## src/rtl/checker_pkg.sv

```systemverilog
// Shared types and helpers for checker_multi: FSM state codes, log interval,
// lowest-set-bit search used for first-failure channel capture.
package checker_pkg;

    typedef enum logic [1:0] {
        ST_IDLE   = 2'd0,
        ST_ARMED  = 2'd1,
        ST_FAILED = 2'd2
    } state_t;

    localparam int unsigned LOG_EVERY = 1000;

    // Index of the lowest set bit; 0 when no bit is set.
    function automatic logic [4:0] lowest_set(input logic [31:0] v);
        logic [4:0] idx;
        idx = '0;
        for (int unsigned i = 32; i > 0; i--) begin
            if (v[i-1]) begin
                idx = 5'(i - 1);
            end
        end
        return idx;
    endfunction

endpackage

```

## src/rtl/checker_multi_pipe_delay.sv

```systemverilog
// pipe_delay: DEPTH-stage register pipeline, cleared to zero by an
// asynchronous active-low reset; DEPTH=0 degenerates to a plain wire.
module pipe_delay #(
    parameter int unsigned W     = 1,
    parameter int unsigned DEPTH = 0
) (
    input  logic         clk,
    input  logic         reset_L,
    input  logic [W-1:0] din,
    output logic [W-1:0] dout
);

    generate
        if (DEPTH == 0) begin : g_wire
            logic unused_clk_rst;
            assign unused_clk_rst = clk ^ reset_L;
            assign dout = din;
        end else begin : g_pipe
            logic [W-1:0] stage [DEPTH];

            // Shift register; reset flushes every stage to zero.
            always_ff @(posedge clk or negedge reset_L) begin
                if (!reset_L) begin
                    for (int unsigned i = 0; i < DEPTH; i++) begin
                        stage[i] <= '0;
                    end
                end else begin
                    stage[0] <= din;
                    for (int unsigned i = 1; i < DEPTH; i++) begin
                        stage[i] <= stage[i-1];
                    end
                end
            end

            assign dout = stage[DEPTH-1];
        end
    endgenerate

endmodule

```

## src/rtl/checker_multi.sv

```systemverilog
// checker_multi: multi-lane behavioural-vs-structural output comparator with
// alignment delay, arming, sticky failure, saturating error count and
// first-failure capture. Optional simulation logging: CHECKER_MULTI_LOG_EN.
module checker_multi
    import checker_pkg::*;
#(
    parameter int unsigned WIDTH    = 5,
    parameter int unsigned CHANNELS = 4,
    parameter int unsigned DELAY    = 0,
    parameter int unsigned CNT_W    = 16
) (
    input  logic                      clk,
    input  logic                      reset_L,
    input  logic [CHANNELS*WIDTH-1:0] data_c,
    input  logic [CHANNELS-1:0]       valid_c,
    input  logic [CHANNELS*WIDTH-1:0] data_e,
    input  logic [CHANNELS-1:0]       valid_e,
    output logic                      checks_out,
    output logic [CHANNELS-1:0]       mismatch_ch,
    output logic                      armed,
    output logic                      sticky_err,
    output logic [CNT_W-1:0]          err_count,
    output logic [4:0]                first_ch,
    output logic [CNT_W-1:0]          first_cycle
);

    localparam int unsigned DW = CHANNELS * WIDTH;

    logic [DW-1:0]       dc;
    logic [CHANNELS-1:0] vc;
    logic [CHANNELS-1:0] m;
    logic                active;
    logic [CNT_W-1:0]    stamp;
    state_t              state;
    state_t              state_nxt;
    logic                capture;
    logic                count_en;

    pipe_delay #(
        .W     (DW + CHANNELS),
        .DEPTH (DELAY)
    ) u_align (
        .clk     (clk),
        .reset_L (reset_L),
        .din     ({valid_c, data_c}),
        .dout    ({vc, dc})
    );

    // Per-lane mismatch on aligned data; both-invalid counts as a match.
    always_comb begin
        m = '0;
        for (int unsigned i = 0; i < CHANNELS; i++) begin
            m[i] = (vc[i] != valid_e[i]) |
                   (vc[i] & valid_e[i] & (dc[i*WIDTH +: WIDTH] != data_e[i*WIDTH +: WIDTH]));
        end
        active = |(vc & valid_e);
    end

    // Free-running cycle stamp, saturating at all-ones.
    always_ff @(posedge clk or negedge reset_L) begin
        if (!reset_L) begin
            stamp <= '0;
        end else if (stamp != '1) begin
            stamp <= stamp + 1'b1;
        end
    end

    // FSM state register.
    always_ff @(posedge clk or negedge reset_L) begin
        if (!reset_L) begin
            state <= ST_IDLE;
        end else begin
            state <= state_nxt;
        end
    end

    // Next-state logic plus count/capture strobes.
    always_comb begin
        state_nxt = state;
        capture   = 1'b0;
        count_en  = 1'b0;
        case (state)
            ST_IDLE: begin
                if (active && !(|m)) begin
                    state_nxt = ST_ARMED;
                end
            end
            ST_ARMED: begin
                count_en = |m;
                if (|m) begin
                    state_nxt = ST_FAILED;
                    capture   = 1'b1;
                end
            end
            ST_FAILED: begin
                count_en = |m;
            end
            default: begin
                state_nxt = ST_IDLE;
            end
        endcase
    end

    // Registered comparison results, error counter and first-failure capture.
    always_ff @(posedge clk or negedge reset_L) begin
        if (!reset_L) begin
            checks_out  <= 1'b1;
            mismatch_ch <= '0;
            err_count   <= '0;
            first_ch    <= '0;
            first_cycle <= '0;
        end else if (state == ST_IDLE) begin
            checks_out  <= 1'b1;
            mismatch_ch <= '0;
        end else begin
            checks_out  <= ~|m;
            mismatch_ch <= m;
            if (count_en && (err_count != '1)) begin
                err_count <= err_count + 1'b1;
            end
            if (capture) begin
                first_ch    <= lowest_set(32'(m));
                first_cycle <= stamp;
            end
        end
    end

    assign armed      = (state != ST_IDLE);
    assign sticky_err = (state == ST_FAILED);

`ifdef CHECKER_MULTI_LOG_EN
    // Simulation-only reporting of the first failure and periodic totals.
    always_ff @(posedge clk) begin
        if (reset_L && capture) begin
            $display("%0t ch=%0d c=%h e=%h Error: Modules differ!!", $time,
                     lowest_set(32'(m)),
                     dc[int'(lowest_set(32'(m))) * WIDTH +: WIDTH],
                     data_e[int'(lowest_set(32'(m))) * WIDTH +: WIDTH]);
        end
        if (reset_L && count_en && (err_count != '1) &&
            (((64'(err_count) + 64'd1) % 64'(LOG_EVERY)) == 64'd0)) begin
            $display("%0t checker_multi: %0d mismatching cycles so far", $time,
                     64'(err_count) + 64'd1);
        end
    end
`endif

endmodule

```

## config.mk

```make
export PLATFORM = sky130hd
export DESIGN_NAME = checker_multi
export DESIGN_NICKNAME = d
export VERILOG_FILES = /design/src/rtl/checker_pkg.sv /design/src/rtl/checker_multi_pipe_delay.sv /design/src/rtl/checker_multi.sv
export SDC_FILE = /design/constraint.sdc
export NUM_CORES = 1
export LEC_CHECK = 0
export CAP_MARGIN = 20
export CORE_AREA = 2 2 68 86
export DETAILED_ROUTE_END_ITERATION = 12
export DIE_AREA = 0 0 70 88
export DONT_BUFFER_PORTS = 1
export PLACE_DENSITY_LB_ADDON = 0.2
export SYNTH_ARGS = -nofsm -noshare
export SYNTH_HDL_FRONTEND = slang
export SYNTH_SLANG_ARGS = --single-unit
```

## constraint.sdc

```tcl
create_clock -name clk -period 6.5 [get_ports clk]
set_input_delay 0.65 -clock clk [delete_from_list [all_inputs] [get_ports clk]]
set_output_delay 0.65 -clock clk [all_outputs]
set_load 0.01 [all_outputs]
```

Yosys cells after proc, flatten, opt, wreduce, memory -nomap -nowiden
Cells that the tools add are included.

Register bits after elaboration: 60. Input bits: 50.

Bitwise operators: 15. Add/subtract/negate cells: 2. Equality and inequality tests: 14. Multiplexer cells: 12. Reductions and logical operators: 11.

Operator list (count): $add 16x1->16 const B (2); $ne 16x16->1 const B (2); $ne 5x5->1 (4); $mux 5 (3); $and 1x1->1 (8); $reduce_or 4->1 (2); $mux 2 (3); $pmux 2 s3 (1); $and 4x4->4 (1); $mux 1 (4); $mux 4 (1); $ne 1x1->1 (4); $ne 2x2->1 const B (2); $or 1x1->1 (4); $reduce_and 2->1 (2); $reduce_and 3->1 (1); $eq 2x1->1 const B (1); $eq 2x2->1 const B (1); $logic_and 1x1->1 (2); $logic_not 2->1 (1); $not 1->1 (2); $reduce_bool 2->1 (1); $reduce_or 2->1 (1); $logic_not 1->1 (1).

Longest topological paths before layout
Gate-level depths: netlist of run 1.

Depth in word-level cells: 8. Depth in mapped cells: 11. Mapped depth without buffers: 8.

Modules after synthesis
From an unflattened synthesis of run 1, not the netlist that was laid out.

Cells, all modules: 271. Area total of the unflattened synthesis: 3091.7 µm².

Modules (own cells, without submodules): checker_multi (area an instance 2911.5 µm², cells each 247, instances 1); pipe_delay (area an instance 180.2 µm², cells each 24, instances 1).

Worst setup path after synthesis of run 1
Ideal clock, no wire load.

Path kind: input-to-reg. From: input valid_c[2]. To: register first_cycle[10]. Library setup time: 0.125 ns. Slack: 3.760 ns. Data arrival time: 2.615 ns. Path buffers: 2. Cell stages on the path: 8. Cell sequence: ha_1 nor3_1 a41oi_1 or4_1 buf_2 nand3_2 buf_4 mux2_2.

Word-level cells in the longest chain between the ends: 7. Elaborated cells on any way between the ends: 8. Those cells by class: eq/ne (1); mux (2); bitwise (3); reduce/logical (2).

Ends and longest elaborated chain: start, declared (RTL line checker_multi.sv:15) `input logic [CHANNELS-1:0] valid_c,`; $and 1x1->1 (2 in series) (RTL line checker_multi.sv:54) `(vc[i] & valid_e[i] & (dc[i*WIDTH +: WIDTH] != data_e[i*WIDTH +: WIDTH]));`; $or 1x1->1 (*) (RTL line checker_multi.sv:53) `m[i] = (vc[i] != valid_e[i]) |`; $reduce_or 4->1 (*) (RTL line checker_multi.sv:90) `if (|m) begin`; $mux 1 (*) (RTL line checker_multi.sv:90); $mux 1 (*) (RTL line checker_multi.sv:82) `case (state)`; $reduce_and 2->1 (no source line) (*); end signal, assigned (RTL line checker_multi.sv:123) `first_cycle <= stamp;`; end, declared (RTL line checker_multi.sv:24) `output logic [CNT_W-1:0] first_cycle`.

Mark *: on every way between the ends. The rest lies on a longest branch, timed or not. A chain may end at the register's enable or synchronous reset.

Worst setup path after layout of run 1
From: input valid_c[1]. To: register first_cycle[6].

Same word-level chain as after synthesis.

==> summary.txt, run 1 <==
Status - completed
Total CTS buffers - 9
Top FF cell, synth - dfrtp_1
Worst setup SP type - input pin
Crit Path Class - in -> reg
Total GRT Usage - 17.3%
Synth Warn # - 0
Port Buf Inserts - 0
Root buf cell - clkbuf_8
Clock Skew - 0.00670 ns
First-pass GRT wire length - 8.34 mm
Clock Sinks - 57
Die Span X - 70 um
VDD IR max - 0.260 mV
Synth area leaders - dfrtp_1 (49%), xnor2_1 (11%), mux2_2 (7.6%)
Final hold viol count - 0
Synth Instances - 243
Most area-hungry cell type in the Yosys netlist - dfrtp_1
Post-route insts no fill - 316
Min Tclk post-route - 2.53 ns
Leak pwr - 1.42 nW
Clock Path Buffers - 2
Row count - 30
HPWL Detailed - 3.50 mm
Post-synthesis async set-or-reset flop share - 100%
Grt total ovfl - 0
Min Hold Slack - 0.156 ns
Setup_tns - 0 ns
Largest net degree at the start of global routing - 57
Clock latency on the worst-skew pair - 0.34 ns
Worst path required time - 6.72 ns
TritonCTS clock tree - yes
Initial core utilization - 53.1%
Power per cell area - 361 nW/um^2
Htree depth - 3
Most Crowded Layer GR - met2
Register area share after synthesis - 50.4%
Die H - 88 um
RSZ-0062 raised after global routing - no
DIE AREA - 6160 um^2
Initial antenna violation count - 0
Worst R2R Start - err_count[0]
Core region area - 5330 um^2
DR pass1 iterations - 5
Post-DR wirelength/cell - 15.8 um
Global routing usage on met2 - 28.7%
Routability cong. - 0.755
Fill cell count - 454
Synth top area share - 49.5%
Number of max-cap violations - 0
Layout cells sized above 1 - 17.5%
# hold bufs at CTS - 1
1st-iter DRT viols - 59
Setup ws final - 3.97 ns
Fmax - 396 MHz
CP Max Fanout - 17
Grt met3 use - 6.56%
Most frequent cells in the layout - dfrtp_1 (56), xnor2_1 (37), mux2_2 (19)
CP startpoint - valid_c[1]
Vias in the first global route - 1804
I/O pins - 94
Commonest non-fill, non-tap cell in the layout - dfrtp_1
Clock Pin Slew Worst Setup and Hold Paths - 0.07 ns
Synth cell types - 34
Synth Cell Area - 2830 um^2
Via Count - 1792
Area Growth Syn to Fin - 9.58%
Pre-CTS setup slack - 3.60 ns
Post-route clock period utilization - 38.9%
DRC errors left - 0
Min-delay worst type - in -> async
ANT cells - 0
Met1 global-route usage - 20.3%
Via density - 5.67
Inst Count DP - 299
Post_cts resized - 0
Worst setup EP type - flop
Setup Fix Bufs, Post-CTS - 0
Pins Over Slew Limit - 0
Detailed Route WL - 5.00 mm
Worst Path Arrival - 2.75 ns
Post-synth EDFFs - 0
Final setup vio count - 0
Nets - 308
Flop and latch count out of synthesis - 57
Synthesized area per cell - 11.7 um^2
Detail Route Antenna Nets - 0
per-layer routing:
| metal | share of wire [%] | vias up |
|---|---|---|
| met4 | 0.86 | 0 |
| met5 | 0 | - |
| li1 | - | 843 |
| met3 | 6.6 | 5 |
| met2 | 53 | 59 |
| met1 | 40 | 885 |
logic make-up (layout without fill, tap and decap cells):
kind of cell	count (synthesis)	in the layout	share of synthesized area, %
adder cells (fa/ha/maj)	11	11	4.86
XOR/XNOR	48	48	14.8
other	1	3	0.132
AND/OR/NAND/NOR	77	77	15.5
multiplexers	19	19	7.55
AO/OA/AOI/OAI	13	13	3.27
buffers and inverters	17	24	3.49
flip-flops	57	57	50.4
sequential cells by signal, summed over array words and instances (netlist names):
name / cells
first_cycle: 16
checks_out: 1
mismatch_ch: 4
state: 2
err_count: 16
stamp: 16
first_ch: 2
layout make-up:
| type | count | area [um^2] | share of cell area [%] |
|---|---|---|---|
| well taps | 64 | 80.1 | 2.58 |
| repair buffers | 1 | 27.5 | 0.887 |
| multi-input cells | 171 | 1310 | 42.3 |
| clock buffers | 11 | 151 | 4.88 |
| clock inverters | 5 | 77.6 | 2.50 |
| inverters | 7 | 26.3 | 0.846 |
| flip-flops and latches | 57 | 1430 | 46.0 |
Yosys cell counts (all sizes together), types with 2 or more instances:
cell type and number:
a21oi 4, a41oi 5, and2 4, clkbuf 3
nand3 9, ha 11, dfrtp 56, nor3 5
and4 2, nand4 14, o22a 2, buf 7
xnor2 37, nand2 15, nor2 14, and3 10
xor2 11, mux2 19, inv 6
per-stage QoR:
stage	util (%)	area (um^2)	total power [mW]
detailed placement	53.4	2850	0.749
finish	58.2	3100	1.12
global placement	53.4	2850	0.747
global route	58.2	3100	1.19
CTS	58.2	3100	1.14
floorplan	-	2840	0.725
where the power goes:
group | leakage (nW) | switching, mW | internal, mW | total, mW
sequential | 0.739 | 0.0818 | 0.420 | 0.502
combinational | 0.563 | 0.132 | 0.113 | 0.245
clock | 0.115 | 0.139 | 0.235 | 0.374
final timing paths:
check | end | slack (ns) | depth (start not counted)
hold reg to reg | stamp[11] | 0.50 | 1
hold / removal | checks_out | 0.16 | 0
min in group clk | stamp[11] | 0.50 | 1
setup / recovery | first_cycle[6] | 3.97 | 6
max in group asynchronous | stamp[1] | 6.07 | 1
setup reg to reg | err_count[1] | 4.14 | 7
critical path, stage by stage:
cell and delay (ns):
ha_1 0.28, nor3_1 0.19, a41oi_1 0.21, or4_1 0.65
nand3_2 0.37, mux2_2 0.39
Power figures use the tool's default switching activity.
==> inputs of run 2 (changes only) <==
clock period = 2.5 ns   (was 6.5 ns; I/O delays follow)
==> summary.txt, run 2 (synthesis gave the netlist of run 1 again) <==
Status - completed
Row count - 30 (unchanged)
VDD IR max - 0.559 mV (+120%)
Vias in the first global route - 1766 (-2.1%)
Initial core utilization - 53.1% (unchanged)
Core region area - 5330 um^2 (unchanged)
First-pass GRT wire length - 8.01 mm (-3.9%)
Crit Path Class - reg -> reg
Total GRT Usage - 16.7% (-0.61 points)
Most frequent cells in the layout - dfrtp_1 (56), xnor2_1 (37), mux2_2 (19)
Pins Over Slew Limit - 0 (unchanged)
Port Buf Inserts - 0 (unchanged)
Final Core Density - 58.3% (about the same)
Leak pwr - 1.42 nW (+0.48%)
Post-route clock period utilization - 87.6%
Fill cell count - 445 (-2.0%)
Number of max-cap violations - 0 (unchanged)
Power per cell area - 877 nW/um^2 (+140%)
I/O pins - 94 (unchanged)
Commonest non-fill, non-tap cell in the layout - dfrtp_1
CP Max Fanout - 16 (-1)
Final hold viol count - 0 (unchanged)
Layout cells sized above 1 - 17.5% (+0.049 points)
Reg area - 1430 um^2 (unchanged)
Wire length on met2 - 2.54 mm (-4.1%)
Grt total ovfl - 0 (unchanged)
Finished Cell Area - 3110 um^2 (about the same)
Metal-1 WL - 1.99 mm (+0.20%)
Die Span X - 70 um (unchanged)
Min-delay worst type - in -> reg
Area Growth Syn to Fin - 9.63% (about the same)
Post-DR wirelength/cell - 15.2 um (-3.8%)
1st-iter DRT viols - 43 (-27%)
Die H - 88 um (unchanged)
DR pass1 iterations - 4 (-1)
Htree depth - 3 (unchanged)
Largest net degree at the start of global routing - 58 (+1.8%)
Detailed Route WL - 4.89 mm (-2.3%)
Top flop regs - err_count (16), first_cycle (16), stamp (16)
Routability cong. - 0.780 (+3.3%)
HPWL Detailed - 3.50 mm (+0.25%)
Clock Path Buffers - 2 (unchanged)
Clock Sinks - 57 (unchanged)
Root buf cell - clkbuf_8
Initial antenna violation count - 0 (unchanged)
Clock latency on the worst-skew pair - 0.33 ns (about the same)
Detail Route Antenna Nets - 0 (unchanged)
Setup ws final - 0.311 ns (-3.66 ns)
Worst path required time - 2.72 ns (-4.00 ns)
Final setup vio count - 0 (unchanged)
ANT cells - 0 (unchanged)
Via density - 5.66 (-0.24%)
DR WL met3 - 287 um (-13%)
TritonCTS clock tree - yes
Via Count - 1816 (+1.3%)
Total CTS buffers - 9 (unchanged)
RSZ-0062 raised after global routing - no
DIE AREA - 6160 um^2 (unchanged)
Clock Pin Slew Worst Setup and Hold Paths - 0.06 ns (about the same)
Nets - 315 (+2.3%)
Pre-CTS setup slack - 0.101 ns (-3.50 ns)
Min Tclk post-route - 2.19 ns
Multi-input gate area - 1310 um^2 (unchanged)
Min Hold Slack - 0.362 ns (+0.207 ns)
Max layer used - met4
Fmax - 457 MHz
Worst Path Arrival - 2.41 ns (-0.34 ns)
Worst setup SP type - flop
DRC errors left - 0 (unchanged)
Placed cell areas - 2910 um^2 (+2.0%)
Clock Skew - 0.00707 ns (+0.000367 ns)
Worst setup EP type - flop
Setup_tns - 0 ns (unchanged)
-- run 2: layout make-up --
| class | instances | share of cell area, % |
|---|---|---|
| inverter | 7 | 0.846 |
| tap | 64 | 2.58 |
| timing repair buffer | 8 | 3.06 |
| clock buffer | 14 | 5.24 |
| sequential | 57 | 46.0 |
| multi-input combinational | 171 | 42.3 |
-- run 2: worst max-delay path: stages (launching register included) --
cell and delay, ns:
dfrtp_1 0.46, ha_1 0.23, and3_1 0.19, and3_1 0.18
and2_1 0.15, nand4_1 0.11, and4_4 0.39, mux2_2 0.36
-- run 2: final timing paths --
| check | from | end | slack [ns] | depth (start not counted) |
|---|---|---|---|---|
| worst max-delay path | err_count[1] | err_count[1] | 0.31 | 7 |
| max in group asynchronous | reset_L | checks_out | 1.76 | 2 |
| worst min register to register | stamp[4] | stamp[4] | 0.49 | 1 |
| worst max register to register | err_count[1] | err_count[1] | 0.31 | 7 |
| worst min-delay path | data_c[12] | mismatch_ch[2] | 0.36 | 3 |
| min in group asynchronous | reset_L | err_count[12] | 0.46 | 2 |
-- run 2: per-stage QoR --
step	power, mW	cells
after floorplan	1.89	245
after global placement	1.99	305
after detailed placement	1.99	305
after CTS	2.77	321
after global routing	2.90	321
final	2.72	321
-- run 2: repair_timing --
action                                 CTS  global route
setup buffers                            0             0
endpoints found under the hold margin   57             0
resized for setup                        0             0
hold buffers                             2             0
-- run 2: power by group --
part / switching (mW) / internal (mW)
Clock: 0.332 / 0.404
Combinational: 0.358 / 0.337
Sequential: 0.199 / 1.09
-- run 2: layer usage --
| metal | vias to the layer above | global-route usage, % |
|---|---|---|
| li1 | 854 | - |
| met1 | 895 | 18.8 |
| met2 | 58 | 28.7 |
| met3 | 9 | 6.79 |
| met4 | 0 | 6.29 |
| met5 | - | 0 |
